$ cat src/rtl/transaction_assembler.sv
// Packs 16-byte framed byte streams into 128-bit transactions for the validator.
// Short, long and stalled frames are dropped, flagged with a one-cycle pulse and counted.
module transaction_assembler #(
    parameter int TIMEOUT_CYCLES = 64,
    parameter int CNT_W          = 16
) (
    input  logic             clk,
    input  logic             rst,
    input  logic             i_byte_valid,
    input  logic [7:0]       i_byte,
    input  logic             i_byte_last,
    output logic             o_valid,
    output logic [127:0]     o_transaction,
    output logic             o_err_short,
    output logic             o_err_long,
    output logic             o_err_timeout,
    output logic [CNT_W-1:0] o_frame_count,
    output logic [CNT_W-1:0] o_err_count
);

    localparam int TW = (TIMEOUT_CYCLES > 1) ? $clog2(TIMEOUT_CYCLES + 1) : 1;
    // The limit is hit on the idle cycle that would take the count to TIMEOUT_CYCLES.
    localparam logic [TW-1:0] IDLE_LIMIT = TW'((TIMEOUT_CYCLES > 0) ? TIMEOUT_CYCLES - 1 : 0);

    typedef enum logic [1:0] {
        IDLE,
        COLLECT,
        DRAIN
    } state_t;

    state_t         state;
    logic [3:0]     index;
    logic [TW-1:0]  idle_cnt;
    logic [119:0]   byte_buf;
    logic           timeout_hit;

    assign timeout_hit = (TIMEOUT_CYCLES != 0) && (idle_cnt == IDLE_LIMIT);

    function automatic logic [CNT_W-1:0] sat_inc(input logic [CNT_W-1:0] value);
        return (value == '1) ? value : value + CNT_W'(1);
    endfunction

    always_ff @(posedge clk) begin
        if (rst) begin
            state         <= IDLE;
            index         <= '0;
            idle_cnt      <= '0;
            byte_buf      <= '0;
            o_valid       <= 1'b0;
            o_transaction <= '0;
            o_err_short   <= 1'b0;
            o_err_long    <= 1'b0;
            o_err_timeout <= 1'b0;
            o_frame_count <= '0;
            o_err_count   <= '0;
        end else begin
            o_valid       <= 1'b0;
            o_err_short   <= 1'b0;
            o_err_long    <= 1'b0;
            o_err_timeout <= 1'b0;
            case (state)
                IDLE: begin
                    index    <= '0;
                    idle_cnt <= '0;
                    if (i_byte_valid) begin
                        if (i_byte_last) begin
                            o_err_short <= 1'b1;
                            o_err_count <= sat_inc(o_err_count);
                        end else begin
                            byte_buf <= {byte_buf[111:0], i_byte};
                            index    <= 4'd1;
                            state    <= COLLECT;
                        end
                    end
                end
                COLLECT: begin
                    if (i_byte_valid) begin
                        idle_cnt <= '0;
                        if (index != 4'd15) begin
                            if (i_byte_last) begin
                                o_err_short <= 1'b1;
                                o_err_count <= sat_inc(o_err_count);
                                index       <= '0;
                                state       <= IDLE;
                            end else begin
                                byte_buf <= {byte_buf[111:0], i_byte};
                                index    <= index + 4'd1;
                            end
                        end else if (i_byte_last) begin
                            // The first 15 bytes sit in the buffer oldest-first, giving big-endian order.
                            o_transaction <= {byte_buf, i_byte};
                            o_valid       <= 1'b1;
                            o_frame_count <= sat_inc(o_frame_count);
                            index         <= '0;
                            state         <= IDLE;
                        end else begin
                            state <= DRAIN;
                        end
                    end else if (timeout_hit) begin
                        o_err_timeout <= 1'b1;
                        o_err_count   <= sat_inc(o_err_count);
                        idle_cnt      <= '0;
                        index         <= '0;
                        state         <= IDLE;
                    end else begin
                        idle_cnt <= idle_cnt + TW'(1);
                    end
                end
                DRAIN: begin
                    if (i_byte_valid) begin
                        idle_cnt <= '0;
                        if (i_byte_last) begin
                            o_err_long  <= 1'b1;
                            o_err_count <= sat_inc(o_err_count);
                            index       <= '0;
                            state       <= IDLE;
                        end
                    end else if (timeout_hit) begin
                        o_err_timeout <= 1'b1;
                        o_err_count   <= sat_inc(o_err_count);
                        idle_cnt      <= '0;
                        index         <= '0;
                        state         <= IDLE;
                    end else begin
                        idle_cnt <= idle_cnt + TW'(1);
                    end
                end
                default: begin
                    index    <= '0;
                    idle_cnt <= '0;
                    state    <= IDLE;
                end
            endcase
        end
    end

endmodule

$ cat config.mk
export PLATFORM = sky130hd
export DESIGN_NAME = transaction_assembler
export DESIGN_NICKNAME = d
export VERILOG_FILES = /design/src/rtl/transaction_assembler.sv
export SDC_FILE = /design/constraint.sdc
export NUM_CORES = 1
export LEC_CHECK = 0
export ABC_AREA = 1
export CAP_MARGIN = 15
export CORE_MARGIN = 2
export CORE_UTILIZATION = 54
export CTS_CLUSTER_SIZE = 14
export DETAILED_ROUTE_END_ITERATION = 8
export PLACE_DENSITY_LB_ADDON = 0.15
export SETUP_SLACK_MARGIN = 0.2
export SYNTH_ARGS = -nofsm -noshare
export SYNTH_HDL_FRONTEND = slang
export SYNTH_SLANG_ARGS = --single-unit
$ cat constraint.sdc
create_clock -name clk -period 2 [get_ports clk]
set_clock_uncertainty 0.05 [all_clocks]
set_input_delay 0.2 -clock clk [delete_from_list [all_inputs] [get_ports clk]]
set_output_delay 0.2 -clock clk [all_outputs]
set_load 0.005 [all_outputs]
==> qor.csv, run 1 <==
stage,metric,value,unit
status,run status,"complete, no violations",
sta,Final Worst Setup Slack,0.2050,ns
routing,Routed WL,31.82,mm
setup_path,CP max FO,31,
floorplan,Top Ports,176,
global_route,largest net degree at the start of global routing,59,
finish,final net count,1714,
floorplan,core area,21020,um2
cts,clock sinks,297,
sta,setup TNS,0,ns
synthesis,sequential-to-total area share from yosys stat,0.5147,
power,P_leak,0.006307,uW
setup_path,CP most frequent cell,nand2_2,
synthesis,synth top area cells,"dfxtp_1 51%, nor2_1 19%, o21ai_0 10%",
setup_path,max incr delay on CP,0.35,ns
cts,Clock transition at path regs,0.06,ns
placement,hpwl dp,18.61,mm
setup_path,Worst setup SP type,flip-flop,
floorplan,Die Y-Extent,150.3,um
placement,GPL Wtd Cong,0.8385,
setup_path,worst r2r path cells,10,
finish,Fill cells,1658,
cts,hold buffer count at CTS,0,
setup_path,Worst setup EP type,flip-flop,
min_path,WHS Path Cells,3,
sta,min cycle time layout,1.795,ns
cts,Max Buffers Root-to-Sink,3,
routing,DRC,0,
setup_path,Setup Crit Path Kind,flip-flop to flip-flop,
global_route,Total GRT Usage,0.2635,
placement,placed cells,1905,
finish,Layout Cells excl Fill,1990,
placement,# port buffers,175,
global_route,vias in the first global route,9524,
routing,starting DRC count in detailed routing,706,
finish,FF/Latch Area,5968,um2
synthesis,synth cell count leaders,"575 x nor2_1, 297 x dfxtp_1, 230 x o21ai_0, 98 x nand2_1, 49 x inv_1",
synthesis,async set or reset register ratio after synthesis,0,
sta,Slew @ Worst Pin,0.3997,ns
cts,H-tree depth,1,
sta,maximum clock rate,0.5571,GHz
finish,area of the multi-input gates,5014,um2
synthesis,top cell type's share of synthesized area,0.5147,
cts,Num CTS Buffers,30,
floorplan,Die ar.,22580,um2
min_path,Hold Crit Start,i_byte[6],
synthesis,Post-synth EDFFs,0,
setup_path,required time of the worst setup path,2.42,ns
finish,Syn-to-layout area delta,31.84,%
routing,DRT Pass-1 Iters,5,
synthesis,syn nets,1532,
setup_path,Critical Path Start,index[0],
synthesis,cell area after synthesis,11550,um2
cts,Worst-Skew Late Latency,0.54,ns
synthesis,cell count after synthesis,1511,
setup_path,Worst R2R Start,index[0],
synthesis,Yosys reg bits,297,
sta,unrepaired setup endpoints after global routing,yes,
routing,antenna-violating nets left,0,
sta,fin crit share,0.8975,
synthesis,most frequent cell after synthesis,nor2_1,
synthesis,dominant synthesized flop cell,dfxtp_1,
sta,Final Hold Violating Endpoints,0,
cts,CTS tree,built,
finish,layout cells sized above 1,0.1236,
min_path,hold endpoint,o_transaction[6],
global_route,initial antenna violation count,0,
job,Max Cap Viol,0,
floorplan,Cell Rows,53,
min_path,Hold Crit Class,input port to flip-flop,
sta,max-slew violations,0,
synthesis,Synth area leader,dfxtp_1,
power,overall power,12930,uW
sta,# setup viols final,0,
setup_path,FF-to-FF End,byte_buf[24],
cts,root buffer cell,clkbuf_16,
global_route,first-pass GRT wire length,48.67,mm
floorplan,die width,150.3,um
routing,DR vias,10630,
synthesis,Mapped Avg Cell Area,7.645,um2
setup_path,crit path cell chain,ha_4 > nand2_2 > nor2_4 > inv_2 > nand2_2 > o21ai_2 > nand2_4 > buf_6 > o21ai_0 > nor2_1,
sta,slew margin rel.,0.7315,
global_route,total gr overflow,0,
setup_path,FF-to-FF setup slack,0.20,ns
finish,antenna diode instance count,0,
routing,vias per std cell,5.344,
synthesis,post-synthesis cell type count,34,
placement,dpl ws,0.05518,ns
synthesis,Synth Warn #,0,
floorplan,Starting Density,0.5496,
routing,WL/cell,15.99,um
power,VDD IR-drop max,0.6409,mV
power,Pwr Density,848.7,nW/um2
setup_path,Crit-path slowest cell,dfxtp_2,
setup_path,crit path DAT,2.21,ns
==> worst max-delay path by stage <==
stage,slack [ns],cells past startpoint,endpoint
after global placement,0.07,10,o_err_count[12]
after detailed placement,0.06,6,o_transaction[52]
after CTS,0.17,8,byte_buf[105]
after global routing,0.08,9,o_err_count[13]
final,0.20,10,byte_buf[24]
after floorplan,0.33,9,o_frame_count[2]
==> state kept, by name, indices dropped and copies added (netlist names), 2 cells and up <==
signal,cells
idle_cnt,7
o_frame_count,16
o_err_count,16
state,2
byte_buf,120
index,4
o_transaction,128
==> kinds of logic (layout without fill, tap and decap cells) <==
| kind of cell | count (synthesis) | in the layout | share of synthesized area |
|---|---|---|---|
| flops | 297 | 297 | 0.5147 |
| fa+ha+maj | 9 | 9 | 0.009748 |
| compound gates | 305 | 305 | 0.1345 |
| simple gates | 747 | 748 | 0.2603 |
| xor+xnor | 8 | 8 | 0.006065 |
| buf+inv | 145 | 348 | 0.07473 |
==> through the flow <==
stage / hold WS [ns] / area [um2] / util
2_1_floorplan: 0.2849 / 11550 / -
3_3_place_gp: 0.3808 / 13410 / 0.6378
3_5_place_dp: 0.3846 / 13410 / 0.6378
4_1_cts: 0.2284 / 14690 / 0.6990
5_1_grt: 0.2577 / 15230 / 0.7245
6_report: 0.2433 / 15230 / 0.7245
==> area by class of cell <==
class,count,area share
sequential,297,0.3918
multi-input combinational,1070,0.3292
timing repair buffer,238,0.1760
clock buffer,47,0.06013
tap,275,0.02259
inverter,56,0.01577
clock inverter,7,0.004518
==> layer usage <==
layer  up-vias  wire length [um]  GRT usage
met5         -                 0          0
met4         0               742    0.06792
met3        68              2062    0.03182
met2       362             15060     0.4327
met1      4966             13950     0.3692
li1       5238                 -          -
==> layout by cell type, fill, tap and decap left out, drive strengths merged <==
cell type | Yosys | layout
buf | 50 | 56
ha | 9 | 9
nand3 | 35 | 36
dfxtp | 297 | 297
xnor2 | 2 | 2
o211ai | 2 | 2
o21bai | 4 | 4
nor3 | 10 | 10
nand4 | 13 | 13
and3 | 1 | 1
clkdlybuf4s50 | 0 | 175
a21oi | 22 | 22
clkbuf | 39 | 54
clkinvlp | 0 | 2
inv | 56 | 57
bufinv | 0 | 1
nor2 | 584 | 584
o21a | 1 | 1
nor3b | 1 | 1
nand2 | 103 | 103
clkinv | 0 | 3
o21ai | 271 | 271
a31oi | 5 | 5
xor2 | 6 | 6
==> power breakdown <==
part	switching, uW	leakage, uW	internal [uW]	total, uW
combinational	600	0.00341	391	992
clock	2300	0.000480	3260	5560
sequential	215	0.00242	6160	6380
==> worst max-delay path: cells and delay by family (launching register included) <==
family / cells / cell delay (ns)
buf+inv: 2 / 0.34
compound gates: 2 / 0.20
simple gates: 5 / 0.62
fa+ha+maj: 1 / 0.15
flops: 1 / 0.35
==> repair_timing <==
item,CTS,global route
pin swaps,5,14
setup buffers,7,10
resized for setup,36,86
gates cloned,5,9
setup endpoints to repair,275,290
Power figures use the tool's default switching activity.
==> run 2: changes to the inputs <==
--- a/config.mk
+++ b/config.mk
@@ -6,8 +6,8 @@
 export NUM_CORES = 1
 export LEC_CHECK = 0
 export ABC_AREA = 1
+export ABC_CLOCK_PERIOD_IN_PS = 2000
 export CAP_MARGIN = 15
-export CORE_MARGIN = 2
 export CORE_UTILIZATION = 54
 export CTS_CLUSTER_SIZE = 14
 export DETAILED_ROUTE_END_ITERATION = 8
==> run 2 against run 1 <==
Effect of this change:
- via count is 0.51% higher
- first-iteration DRC count is 6.8% higher
- combinational power hardly changed
- cell count is 0.30% higher
- global-route usage is 0.33 points lower
- largest power group unchanged
==> qor.csv, run 2 (synthesis results as in run 1) <==
stage,metric,value,unit,change
placement,# port buffers,175,,unchanged
min_path,WHS Path Cells,3,,unchanged
power,share of total power in the clock network,0.421,,-0.009
job,Max Cap Viol,0,,unchanged
cts,CTS tree,built,,
finish,"commonest non-fill, non-tap cells in the layout","544 x nor2_1, 280 x dfxtp_1, 208 x o21ai_0",,
sta,maximum clock rate,0.5648,GHz,+1.4%
sta,fin crit share,0.8852,,-0.01231
finish,Layout Cells excl Fill,1996,,+0.30%
finish,final instance area,15330,um2,+0.63%
finish,max reg flops,128,,unchanged
cts,H-tree depth,1,,unchanged
global_route,initial antenna violation count,1,,+1
setup_path,Worst setup SP type,flip-flop,,
finish,final net count,1719,,+0.29%
setup_path,Worst setup EP type,flip-flop,,
setup_path,worst r2r path cells,9,,-1
routing,DR vias,10690,,+0.51%
floorplan,Top Ports,176,,unchanged
floorplan,Cell Rows,53,,unchanged
sta,min cycle time layout,1.770,ns,-0.02462 ns
power,NetSw,3115,uW,about the same
cts,Worst-Skew Late Latency,0.55,ns,about the same
setup_path,FF-to-FF End,o_err_count[2],,
floorplan,core area,21020,um2,unchanged
global_route,Total GRT Usage,0.2602,,-0.003282
finish,Syn-to-layout area delta,32.68,%,
routing,WL/cell,16.11,um,+0.74%
power,Net Sw Frac,0.2437,,+0.002670
global_route,total gr overflow,0,,unchanged
cts,Max Buffers Root-to-Sink,3,,unchanged
power,Seq pwr share,0.499,,+0.006
routing,Routed WL,32.15,mm,+1.0%
status,run status,"complete, no violations",,
sta,Slew @ Worst Pin,0.5091,ns,+0.1094 ns
global_route,first-pass GRT wire length,46.76,mm,-3.9%
setup_path,required time of the worst setup path,2.39,ns,-0.03 ns
setup_path,Setup Crit Path Kind,flip-flop to flip-flop,,
finish,layout cells sized above 1,0.1267,,+0.003055
placement,hpwl dp,18.56,mm,-0.27%
setup_path,FF-to-FF setup slack,0.23,ns,+0.02 ns
power,Pwr Density,833.8,nW/um2,-1.7%
sta,max-slew violations,0,,unchanged
setup_path,crit path DAT,2.16,ns,-0.05 ns
power,VDD IR-drop max,0.7301,mV,+14%
power,Logic pwr share,0.080,,+0.003
sta,unrepaired setup endpoints after global routing,yes,,
floorplan,Starting Density,0.5496,,unchanged
finish,antenna diode instance count,0,,unchanged
floorplan,Die ar.,21980,um2,-2.6%
cts,root buffer cell,clkbuf_16,,
cts,clock sinks,297,,unchanged
finish,Reg with most FFs,o_transaction,,
floorplan,die width,148.3,um,-1.3%
power,Int Power,9665,uW,-1.5%
finish,Largest regs,"o_transaction x128, byte_buf x120",,
sta,# setup viols final,0,,unchanged
routing,starting DRC count in detailed routing,754,,+6.8%
finish,"commonest non-fill, non-tap cell in the layout",nor2_1,,
min_path,hold endpoint,o_transaction[6],,
cts,Num CTS Buffers,29,,-3.3%
global_route,vias in the first global route,9348,,-1.8%
placement,GPL Wtd Cong,0.8861,,+5.7%
routing,DRT Pass-1 Iters,5,,unchanged
routing,antenna-violating nets left,0,,unchanged
min_path,Hold Crit Class,input port to flip-flop,,
routing,DRC,0,,unchanged
placement,"Cell Area, Placed",13440,um2,+0.26%
sta,Final Hold Violating Endpoints,0,,unchanged
min_path,Hold Crit Start,i_byte[6],,
setup_path,Worst R2R Start,idle_cnt[0],,
global_route,largest net degree at the start of global routing,56,,-5.1%
setup_path,CP max FO,8,,-74%
cts,Clock transition at path regs,0.07,ns,about the same
power,P_leak,0.006343,uW,+0.58%
floorplan,Die Y-Extent,148.3,um,-1.3%
cts,hold buffer count at CTS,0,,unchanged
sta,slew margin rel.,0.6580,,-0.07347
placement,placed cells,1908,,+0.16%
routing,vias per std cell,5.355,,+0.21%
==> run 2: cell count changes in the layout (fill, tap and decap cells not counted), moves of 4 or more <==
| cell | change |
|---|---|
| o21ai_2 | +7 |
| nor2_1 | +11 |
| clkbuf_8 | -4 |
| nor2_2 | -11 |
| o21ai_0 | -15 |
| clkinv_2 | +8 |
| o21ai_1 | +8 |
==> run 2: worst max-delay path, stage by stage (launching register included) <==
cell and delay, ns:
dfxtp_1 0.35, ha_1 0.21, nand3_1 0.17, nor2_2 0.22, nor2_1 0.10, nor2_4 0.16
buf_6 0.16, nand4_1 0.10, nand2_1 0.10, nor2_2 0.05
==> run 2: routing by layer <==
| layer | routed length (um) | global-route usage | vias to the layer above |
|---|---|---|---|
| li1 | - | - | 5243 |
| met1 | 14240 | 0.3680 | 5019 |
| met4 | 692 | 0.08299 | 0 |
| met3 | 2284 | 0.03160 | 49 |
| met5 | 0 | 0 | - |
| met2 | 14930 | 0.4131 | 377 |
==> run 2: area by class of cell <==
| class | count | area (um2) |
|---|---|---|
| multi-input combinational | 1069 | 5006 |
| clock buffer | 40 | 807.0 |
| fill | 1678 | 5694 |
| timing repair buffer | 245 | 2825 |
| clock inverter | 14 | 135.1 |
| sequential | 297 | 5972 |
| tap | 275 | 344.1 |
| inverter | 56 | 237.7 |
==> run 2: how the worst max path moves through the flow <==
| stage | slack [ns] | endpoint | cells after the start | start |
|---|---|---|---|---|
| after floorplan | 0.33 | o_frame_count[2] | 9 | o_frame_count[0] |
| after global placement | 0.03 | o_err_count[12] | 10 | i_byte_valid |
| after detailed placement | -0.007 | byte_buf[43] | 10 | index[1] |
| after CTS | 0.16 | byte_buf[43] | 10 | index[0] |
| after global routing | 0.08 | o_err_count[5] | 9 | o_err_count[1] |
| final | 0.23 | o_err_count[2] | 9 | idle_cnt[0] |
==> run 2: repair_timing <==
item,in CTS,in global routing
endpoints found under the hold margin,0,0
pin swaps,3,23
setup endpoints to repair,248,288
setup buffers,9,5
cloned,4,16
gates resized for setup,29,110
==> run 2: per-stage QoR <==
stage | util | hold WS, ns | setup TNS (ns) | total power [uW] | worst slack (ns)
after floorplan | - | 0.2849 | 0 | 7087 | 0.3321
after global placement | 0.6395 | 0.3813 | 0 | 7331 | 0.03220
after CTS | 0.6975 | 0.2042 | 0 | 12700 | 0.1602
after global routing | 0.7291 | 0.2373 | 0 | 13280 | 0.08345
final | 0.7291 | 0.2227 | 0 | 12780 | 0.2296
after detailed placement | 0.6395 | 0.4035 | -0.006833 | 7355 | -0.006833
==> run 2: power by group through the flow <==
stage	clock (uW)	combinational [uW]	sequential, uW
2_1_floorplan	0	667	6420
3_3_place_gp	0	844	6490
3_5_place_dp	0	866	6490
4_1_cts	5450	886	6360
5_1_grt	5740	1140	6400
6_report	5390	1020	6380
